--- config.mk ---
export PLATFORM = sky130hd
export DESIGN_NAME = pipe_stage_skid
export DESIGN_NICKNAME = d
export VERILOG_FILES = /design/src/rtl/pipe_pkg.sv /design/src/rtl/pipe_stage_skid_sat_counter.sv /design/src/rtl/pipe_stage_skid.sv
export SDC_FILE = /design/constraint.sdc
export NUM_CORES = 1
export LEC_CHECK = 0
export ABC_AREA = 1
export BUFFER_PORTS_ARGS = -buffer_cell sky130_fd_sc_hd__buf_2
export CAP_MARGIN = 40
export CELL_PAD_IN_SITES_DETAIL_PLACEMENT = 1
export CELL_PAD_IN_SITES_GLOBAL_PLACEMENT = 1
export CORE_MARGIN = 3
export CORE_UTILIZATION = 42
export DETAILED_ROUTE_END_ITERATION = 16
export PLACE_DENSITY = 0.92
export SLEW_MARGIN = 20
export SYNTH_ARGS = -nofsm -noshare
export SYNTH_HDL_FRONTEND = slang
export SYNTH_HIERARCHICAL = 1
export SYNTH_SLANG_ARGS = --single-unit
--- constraint.sdc ---
create_clock -name clk -period 3.38 [get_ports clk]
set_clock_uncertainty 0.05 [all_clocks]
set_input_delay 0 -clock clk [delete_from_list [all_inputs] [get_ports clk]]
set_output_delay 0 -clock clk [all_outputs]
set_load 0.01 [all_outputs]
--- src/rtl/pipe_pkg.sv ---
// Shared stage payload bundles and the occupancy-coded state encoding for pipe_stage_skid.
package pipe_pkg;

  typedef enum logic [1:0] {
    EMPTY = 2'd0,
    ONE   = 2'd1,
    TWO   = 2'd2
  } stage_state_t;

  typedef struct packed {
    logic        reg_write;
    logic        mem_to_reg;
    logic        mem_write;
    logic [31:0] alu_out;
    logic [31:0] write_data;
    logic [4:0]  write_reg;
    logic [1:0]  mem_width;
    logic [31:0] phy_addr;
    logic [31:0] hi_in;
    logic [31:0] lo_in;
    logic [1:0]  hilo_out;
    logic        cp0_to_reg;
    logic [31:0] cp0_data;
    logic [31:0] pc;
    logic [31:0] bad_vaddr;
    logic [7:0]  exception_type;
  } ex_mem_t;

  typedef struct packed {
    logic        reg_write;
    logic        mem_to_reg;
    logic [31:0] alu_out;
    logic [31:0] write_data;
    logic [4:0]  write_reg;
    logic [31:0] hi_in;
    logic [31:0] lo_in;
    logic [1:0]  hilo_out;
    logic        cp0_to_reg;
    logic [31:0] cp0_data;
    logic [31:0] pc;
  } mem_wb_t;

  typedef struct packed {
    logic        reg_write;
    logic        mem_to_reg;
    logic        mem_write;
    logic [31:0] write_data;
    logic [4:0]  write_reg;
    logic [1:0]  mem_width;
    logic [31:0] hi_in;
    logic [31:0] lo_in;
    logic [1:0]  hilo_out;
    logic        cp0_to_reg;
    logic [31:0] pc;
    logic [7:0]  exception_type;
  } id_ex_t;

  localparam int unsigned EX_MEM_W = $bits(ex_mem_t);
  localparam int unsigned MEM_WB_W = $bits(mem_wb_t);
  localparam int unsigned ID_EX_W  = $bits(id_ex_t);

endpackage

--- src/rtl/pipe_stage_skid_sat_counter.sv ---
// Saturating up-counter with synchronous clear that wins over increment.
module sat_counter #(
  parameter int unsigned W = 16
) (
  input  logic         clk,
  input  logic         rst,
  input  logic         inc,
  input  logic         clr,
  output logic [W-1:0] count
);

  always_ff @(posedge clk or negedge rst) begin
    if (!rst) begin
      count <= '0;
    end else if (clr) begin
      count <= '0;
    end else if (inc && (count != {W{1'b1}})) begin
      count <= count + W'(1);
    end
  end

endmodule

--- src/rtl/pipe_stage_skid.sv ---
// Valid/ready pipeline stage register with optional 2-entry skid, flush and stall counter.
module pipe_stage_skid
  import pipe_pkg::*;
#(
  parameter int unsigned DATA_W         = 256,
  parameter bit          SKID           = 1'b1,
  parameter bit          CLEAR_ON_FLUSH = 1'b1,
  parameter int unsigned CNT_W          = 16
) (
  input  logic              clk,
  input  logic              rst,
  input  logic              flush,
  input  logic              in_valid,
  output logic              in_ready,
  input  logic [DATA_W-1:0] in_data,
  output logic              out_valid,
  input  logic              out_ready,
  output logic [DATA_W-1:0] out_data,
  output logic [1:0]        occupancy,
  output logic [CNT_W-1:0]  stall_cnt,
  input  logic              stall_clr
);

  stage_state_t      state;
  stage_state_t      state_n;
  logic [DATA_W-1:0] main_q;
  logic [DATA_W-1:0] skid_q;
  logic              in_ready_q;
  logic              push;
  logic              pop;
  logic              main_load_in;
  logic              main_load_skid;
  logic              skid_load;
  logic              clear;

  assign out_valid = (state != EMPTY);
  assign occupancy = 2'(state);
  assign out_data  = main_q;
  assign in_ready  = SKID ? in_ready_q : (~out_valid | out_ready);
  assign push      = in_valid & in_ready & ~flush;
  assign pop       = out_valid & out_ready;
  assign clear     = flush & CLEAR_ON_FLUSH;

  // Next state and payload load strobes; flush overrides everything.
  always_comb begin
    state_n        = state;
    main_load_in   = 1'b0;
    main_load_skid = 1'b0;
    skid_load      = 1'b0;
    case (state)
      EMPTY: begin
        if (push) begin
          main_load_in = 1'b1;
          state_n      = ONE;
        end
      end
      ONE: begin
        if (push && pop) begin
          main_load_in = 1'b1;
        end else if (push) begin
          if (SKID) begin
            skid_load = 1'b1;
            state_n   = TWO;
          end
        end else if (pop) begin
          state_n = EMPTY;
        end
      end
      TWO: begin
        if (pop) begin
          main_load_skid = 1'b1;
          state_n        = ONE;
        end
      end
      default: state_n = EMPTY;
    endcase
    if (flush) begin
      state_n        = EMPTY;
      main_load_in   = 1'b0;
      main_load_skid = 1'b0;
      skid_load      = 1'b0;
    end
  end

  // in_ready_q looks one state ahead so the upstream never sees a combinational path.
  always_ff @(posedge clk or negedge rst) begin
    if (!rst) begin
      state      <= EMPTY;
      in_ready_q <= 1'b1;
    end else begin
      state      <= state_n;
      in_ready_q <= (state_n != TWO);
    end
  end

  always_ff @(posedge clk or negedge rst) begin
    if (!rst) begin
      main_q <= '0;
    end else if (clear) begin
      main_q <= '0;
    end else if (main_load_in) begin
      main_q <= in_data;
    end else if (main_load_skid) begin
      main_q <= skid_q;
    end
  end

  always_ff @(posedge clk or negedge rst) begin
    if (!rst) begin
      skid_q <= '0;
    end else if (clear) begin
      skid_q <= '0;
    end else if (skid_load) begin
      skid_q <= in_data;
    end
  end

  sat_counter #(.W(CNT_W)) u_stall_cnt (
    .clk   (clk),
    .rst   (rst),
    .inc   (out_valid & ~out_ready & ~flush),
    .clr   (stall_clr),
    .count (stall_cnt)
  );

endmodule
==> metrics.md, run 1 <==
| Metric | Value |
|---|---|
| Crit-path max FO | 37 |
| Final Cycle Share | 93.8% |
| Syn nets | 3454 |
| Crit. End Element | flop |
| Cell taking the most area after synthesis | dfrtp_1 |
| Pre-antenna DRT Iters | 6 |
| Run status | finished, final reports clean |
| Commonest non-fill, non-tap cell in the layout | nand2_1 |
| CP Data Arrival Time | ~3600 ps |
| Die Ht | between 200 and 250 microns |
| Placed cells | 4320 |
| Via count | roughly 29000 |
| PortBufs | 537 |
| Clk_lat worst skew | between 600 and 700 ps |
| Remaining routing DRC violations | 0 |
| Mux cell area share after synthesis | 0% |
| Setup-failing EPs final | 0 |
| Cells after synthesis | 3191 |
| Setup TNS | 0 ps |
| CP Class | reg -> reg |
| First-pass GRT wire length | 187000 microns |
| R2R Path Start | in_ready |
| Share of cells above drive strength 1 | 17.1% |
| Die area | just over 60000 sq um |
| Flop pwr share | between 40% and 50% |
| Core area | between 50000 and 60000 sq um |
| Synth Area in Adders | less than 1% |
| Comb pwr share | a little over an eighth |
| Initial core utilization | a little over two fifths |
| P_leak | about 19 nW |
| Simple-Gate Fraction of Synth Area | 31.2% |
| FP Rows | 87 |
| Fmax | 0.315 GHz |
| Drt initial violations | between 3000 and 4000 |
| Pwr Density | about 480 nW/um^2 |
| Hold Crit Class | in -> async |
| Yosys warnings | 6 |
| Main combinational cell family by area after synthesis | simple AND/OR/NAND/NOR gates |
| Post-DR wirelength/cell | 27.5 microns |
| Detail Placement HPWL | 54800 microns |
| Hold-fix buffers at CTS | a little over 300 |
| CTS root buffer | clkbuf_16 |
| Antenna Nets Post-Route | 0 |
| Initial antenna violation count | 29 |
| Final hold viol count | 0 |
| Area Growth Syn to Fin | 34.1% |
| Clock-pin slew on the worst setup and hold paths | 90 ps |
| Worst R2R End | skid_q[14] |
| GRT overflow | 0 |
| Setup crit start kind | flop |
| Area contributors post-synth | dfrtp_1 55%, nand2_1 25%, nand3_1 5.5% |
| Synth unique cells | 27 |
| Final core occ | between 50% and 60% |
| Largest net degree at the start of global routing | ~150 |
| Max Root-Sink Buffers | 3 |
| CTS tree | yes |
| Post-CTS Setup Bufs | 0 |
| Data required, critical path | approximately 3800 ps |
| Fin nets | 4192 |
| Worst hold slack | approximately 100 ps |
| R2r setup slk | ~210 ps |
| Netlist Area Pre-Place | approximately 24000 sq um |
| I/O pins | 538 |
| Max-cap violations | 0 |
| Gpl congestion | between 0.8 and 0.9 |
| # clock sinks | ~530 |
| Fin crit period | between 3000 and 4000 ps |
| Final wirelength | roughly 130000 microns |
| Synth Register Bits | ~530 |
| Number of clock buffers inserted by TritonCTS | 56 |
| Post-CTS sizing | 0 |
| Clock power share | a little over two fifths |
| Slew margin rel. | ~45% |
| Avg Inst Size Synth | about 7.6 sq um |
| Post-synthesis xor/xnor area fraction | less than 1% |
| Int Power | 0.0110 W |
| Peak VDD IR | between 400 and 500 uV |
| GRT Util Overall | around 40% |
| Via density | between 5 and 6 |
| Sequential-to-total area share from yosys stat | between 50% and 60% |
| Cells on worst reg2reg path | 6 |
| Die X | about 250 microns |
| H-tree Lvls | 2 |
| Post-Layout Cell Count | between 4000 and 5000 |
| Sw frac | between 20 and 30% |
| Switch Pwr | roughly 0.0047 W |
| Vias in the first global route | about 30000 |
| Post-synth top area share | between 50% and 60% |
| Post-synthesis compound-gate area fraction | roughly 5.6% |
| Worst Tran Pin Value | 832 ps |
| Commonest non-fill, non-tap cells in the layout | 1596 x nand2_1, 536 x buf_2, 530 x dfrtp_1, 306 x dlygate4sd3_1, 276 x inv_1 |
| Final Max Slew Viols | 0 |
-- metal layers --
metal	global-route usage [%]	share of wire (%)	vias up
met3	9.69	9.8	1091
met2	67.7	47	2460
met5	0.0817	0.11	-
met4	31.1	11	20
met1	43.6	32	13700
li1	-	-	11300
-- per-stage QoR --
step | area (sq um) | setup slack (ps) | total power (W)
4_1_cts | 32500 | 773 | 0.0151
6_report | 32500 | 210 | 0.0156
3_3_place_gp | 27500 | 1130 | 0.00838
5_1_grt | 32500 | -378 | 0.0160
3_5_place_dp | 27500 | 964 | 0.00844
2_1_floorplan | 24300 | 1790 | 0.00760
-- power by group through the flow --
stage                     logic (W)  clock network [W]  registers, W
after floorplan            0.000709                  0       0.00689
after global placement      0.00152                  0       0.00686
after detailed placement    0.00158                  0       0.00687
after CTS                   0.00189            0.00641       0.00676
after global routing        0.00222            0.00694       0.00683
final                       0.00210            0.00669       0.00683
-- worst max-delay path by stage --
stage / startpoint / to / slack (ps)
after floorplan: in_ready / out_data[183] / 1790
after global placement: flush / out_data[139] / 1130
after detailed placement: occupancy[0] / out_data[138] / 960
after CTS: in_ready / skid_q[67] / 770
after global routing: in_ready / skid_q[14] / -380
final: in_ready / skid_q[14] / 210
-- worst max-delay path: stages (launching register included) --
cell	delay, ps
dfstp_2	650
nand3_2	190
inv_2	180
nand3_4	430
buf_4	450
o21ai_0	430
dlygate4sd3_1	680
-- flip-flops by register name (all words and copies together) (netlist names) --
name               flops
u_stall_cnt/count     16
in_ready               1
out_data             256
skid_q               256
occupancy              2
-- cell usage after synthesis --
library cell	count
clkbuf_1	51
xnor2_1	2
nand2_1	1597
nand2_2	2
o21ai_0	263
dfrtp_1	530
ha_1	1
nor2_1	19
nor2_2	1
or2_2	1
o21ai_4	1
nand3_1	269
xor2_1	3
a21oi_1	2
inv_4	1
nor3_1	1
nor2_4	4
buf_12	1
buf_1	10
inv_2	3
inv_1	276
dfstp_2	1
nand3_2	2
o21bai_1	2
nand4_1	9
nand2_4	2
buf_2	137
-- logic make-up (layout without fill, tap and decap cells) --
kind of cell | Yosys count | in the layout
AND/OR/NAND/NOR | 1907 | 1907
flip-flops | 531 | 531
buffers and inverters | 479 | 1261
AO/OA/AOI/OAI | 268 | 268
XOR/XNOR | 5 | 5
adder cells (fa/ha/maj) | 1 | 1
other | 0 | 28
-- final cells by class --
cell class	instances	area, sq um
clock buffers	82	1640
repair buffers	879	6310
flip-flops and latches	531	13300
multi-input cells	2181	9020
clock inverters	20	208
inverters	280	1060
well taps	756	946
diodes	28	70.1
fillers	6968	24300
No activity file was read; power rests on OpenSTA's default activity.
==> run 2, diff against run 1 <==
Settings changed: CORE_MARGIN 3 to 5.
==> metrics.md, run 2 (synthesis gave the netlist of run 1 again) <==
| Metric | Value |
|---|---|
| I/O pins | 538 (unchanged) |
| Total Power | 0.0154 W (-1.2%) |
| Worst Path Buf+Inv | 3 (unchanged) |
| CP Class | reg -> reg |
| Post-DR wirelength/cell | 25.9 microns (-5.7%) |
| Detail Placement HPWL | 56000 microns (+2.3%) |
| Via count | 27500 (-3.5%) |
| Pwr Density | 477 nW/um^2 (-0.56%) |
| CP Data Arrival Time | 3190 ps (-440 ps) |
| PortBufs | 537 (unchanged) |
| Fin crit period | 2790 ps (-381 ps) |
| Post-route cell area | 32300 sq um (-0.63%) |
| Core area | 57500 sq um (+1.1%) |
| Clock power share | 42.6% (-0.2 points) |
| Pre-antenna DRT Iters | 6 (unchanged) |
| DP Area | 27600 sq um (about the same) |
| Worst Tran Pin Value | 1110 ps (+273 ps) |
| Data required, critical path | 3780 ps (-60 ps) |
| R2r setup slk | 590 ps (+380 ps) |
| Hold Crit Class | in -> async |
| Die area | 62700 sq um (+3.3%) |
| Initial core utilization | 42.2% (-0.49 points) |
| GRT overflow | 0 (unchanged) |
| CP cell instances | inv_1, nor2_1, nand3_4, buf_4, nand3_1, o21ai_0, dlygate4sd3_1 |
| Crit-path slowest cell | dlygate4sd3_1 |
| Vias in the first global route | 30100 (-1.4%) |
| Number of clock buffers inserted by TritonCTS | 57 (+1.8%) |
| Worst path top cell family by delay | buffers and inverters |
| Clock-pin slew on the worst setup and hold paths | 80 ps (about the same) |
| Remaining routing DRC violations | 0 (unchanged) |
| Setup crit start kind | flop |
| Int Power | 0.0109 W (-0.48%) |
| CTS root buffer | clkbuf_16 |
| Commonest non-fill, non-tap cell in the layout | nand2_1 |
| Clk_lat worst skew | 610 ps (about the same) |
| Setup TNS | 0 ps (unchanged) |
| Share of cells above drive strength 1 | 17.5% (+0.31 points) |
| Flop pwr share | 44.1% (+0.4 points) |
| Sw frac | 29.3% (-0.50 points) |
| Max Root-Sink Buffers | 3 (unchanged) |
| CTS tree | yes |
| Max incr delay on CP | 630 ps (-50 ps) |
| Final wirelength | 123000 microns (-5.8%) |
| Die Ht | 250 microns (+1.6%) |
| Antenna Nets Post-Route | 0 (unchanged) |
| Largest net degree at the start of global routing | 172 (+12%) |
| Peak VDD IR | 476 uV (+13%) |
| Final Cycle Share | 82.5% (-11 points) |
| Comb pwr share | 13.3% (-0.2 points) |
| H-tree Lvls | 2 (unchanged) |
| Crit. End Element | flop |
| Die X | 250 microns (+1.6%) |
| Area Growth Syn to Fin | 33.2% |
| # clock sinks | 531 (unchanged) |
| FP Rows | 88 (+1.1%) |
| Drt initial violations | 2809 (-11%) |
| Initial antenna violation count | 28 (-3.4%) |
| GRT Util Overall | 38.1% (-2.1 points) |
| RSZ-0062 raised after global routing | false |
| Gpl congestion | 0.818 (-1.7%) |
| Fmax | 0.359 GHz (+14%) |
| P_leak | 18.8 nW (-0.61%) |
| Via density | 5.80 (-3.3%) |
| Post-CTS sizing | 0 (unchanged) |
| Commonest non-fill, non-tap cells in the layout | 1596 x nand2_1, 536 x buf_2, 530 x dfrtp_1, 285 x dlygate4sd3_1, 276 x inv_1 |
| Final hold viol count | 0 (unchanged) |
| Switch Pwr | 0.00452 W (-2.9%) |
| Slew margin rel. | 26.3% (-18 points) |
| First-pass GRT wire length | 187000 microns (-0.17%) |
| Run status | finished, final reports clean |
| Crit-path max FO | 28 (-24%) |
| Setup-failing EPs final | 0 (unchanged) |
| Max-cap violations | 0 (unchanged) |
| Final Max Slew Viols | 0 (unchanged) |
| Fin nets | 4182 (-0.24%) |
==> run 2: metal layers <==
metal | vias to the layer above | part of all wire, % | global-route usage [%]
met5 | - | 0.024 | 0
met4 | 4 | 8.9 | 26.7
met2 | 2012 | 50 | 66.1
met1 | 13600 | 34 | 41.7
li1 | 11200 | - | -
met3 | 736 | 7.7 | 7.79
==> run 2: timing repair <==
action | in CTS | in global routing
hold endpoints to repair | 694 | 0
buffers inserted | 0 | 0
hold buffers | 285 | 0
==> run 2: area by class of cell <==
type                    count  area [sq um]
clock inverters            18           178
repair buffers            868          6120
fillers                  7088         25100
multi-input cells        2181          9020
flip-flops and latches    531         13300
diodes                     26          65.1
well taps                 765           957
inverters                 280          1060
clock buffers              81          1660
==> run 2: power by group through the flow <==
stage	clock network, W	registers (W)	logic, W
floorplan	0	0.00689	0.000709
global placement	0	0.00685	0.00153
detailed placement	0	0.00686	0.00158
CTS	0.00641	0.00676	0.00189
global route	0.00686	0.00681	0.00217
finish	0.00658	0.00681	0.00205
==> run 2: metrics by stage <==
step           hold WS, ps  cells  worst slack, ps  util (%)
2_1_floorplan         -346   3191             1790         -
3_5_place_dp          63.2   4338             1060      47.9
5_1_grt               99.9   4746              549      56.3
4_1_cts               27.4   4722              931      56.1
6_report              19.2   4750              591      56.3
3_3_place_gp          55.5   4337             1230      47.9
==> run 2: worst paths after layout <==
kind                                from             to  cells after the start
max in group asynchronous            rst    skid_q[164]                      3
hold / removal                       rst   out_data[10]                      2
setup / recovery            occupancy[0]     skid_q[20]                      7
min in group clk             in_data[45]     skid_q[45]                      4
setup reg to reg            occupancy[0]     skid_q[20]                      7
hold reg to reg            out_data[110]  out_data[110]                      2
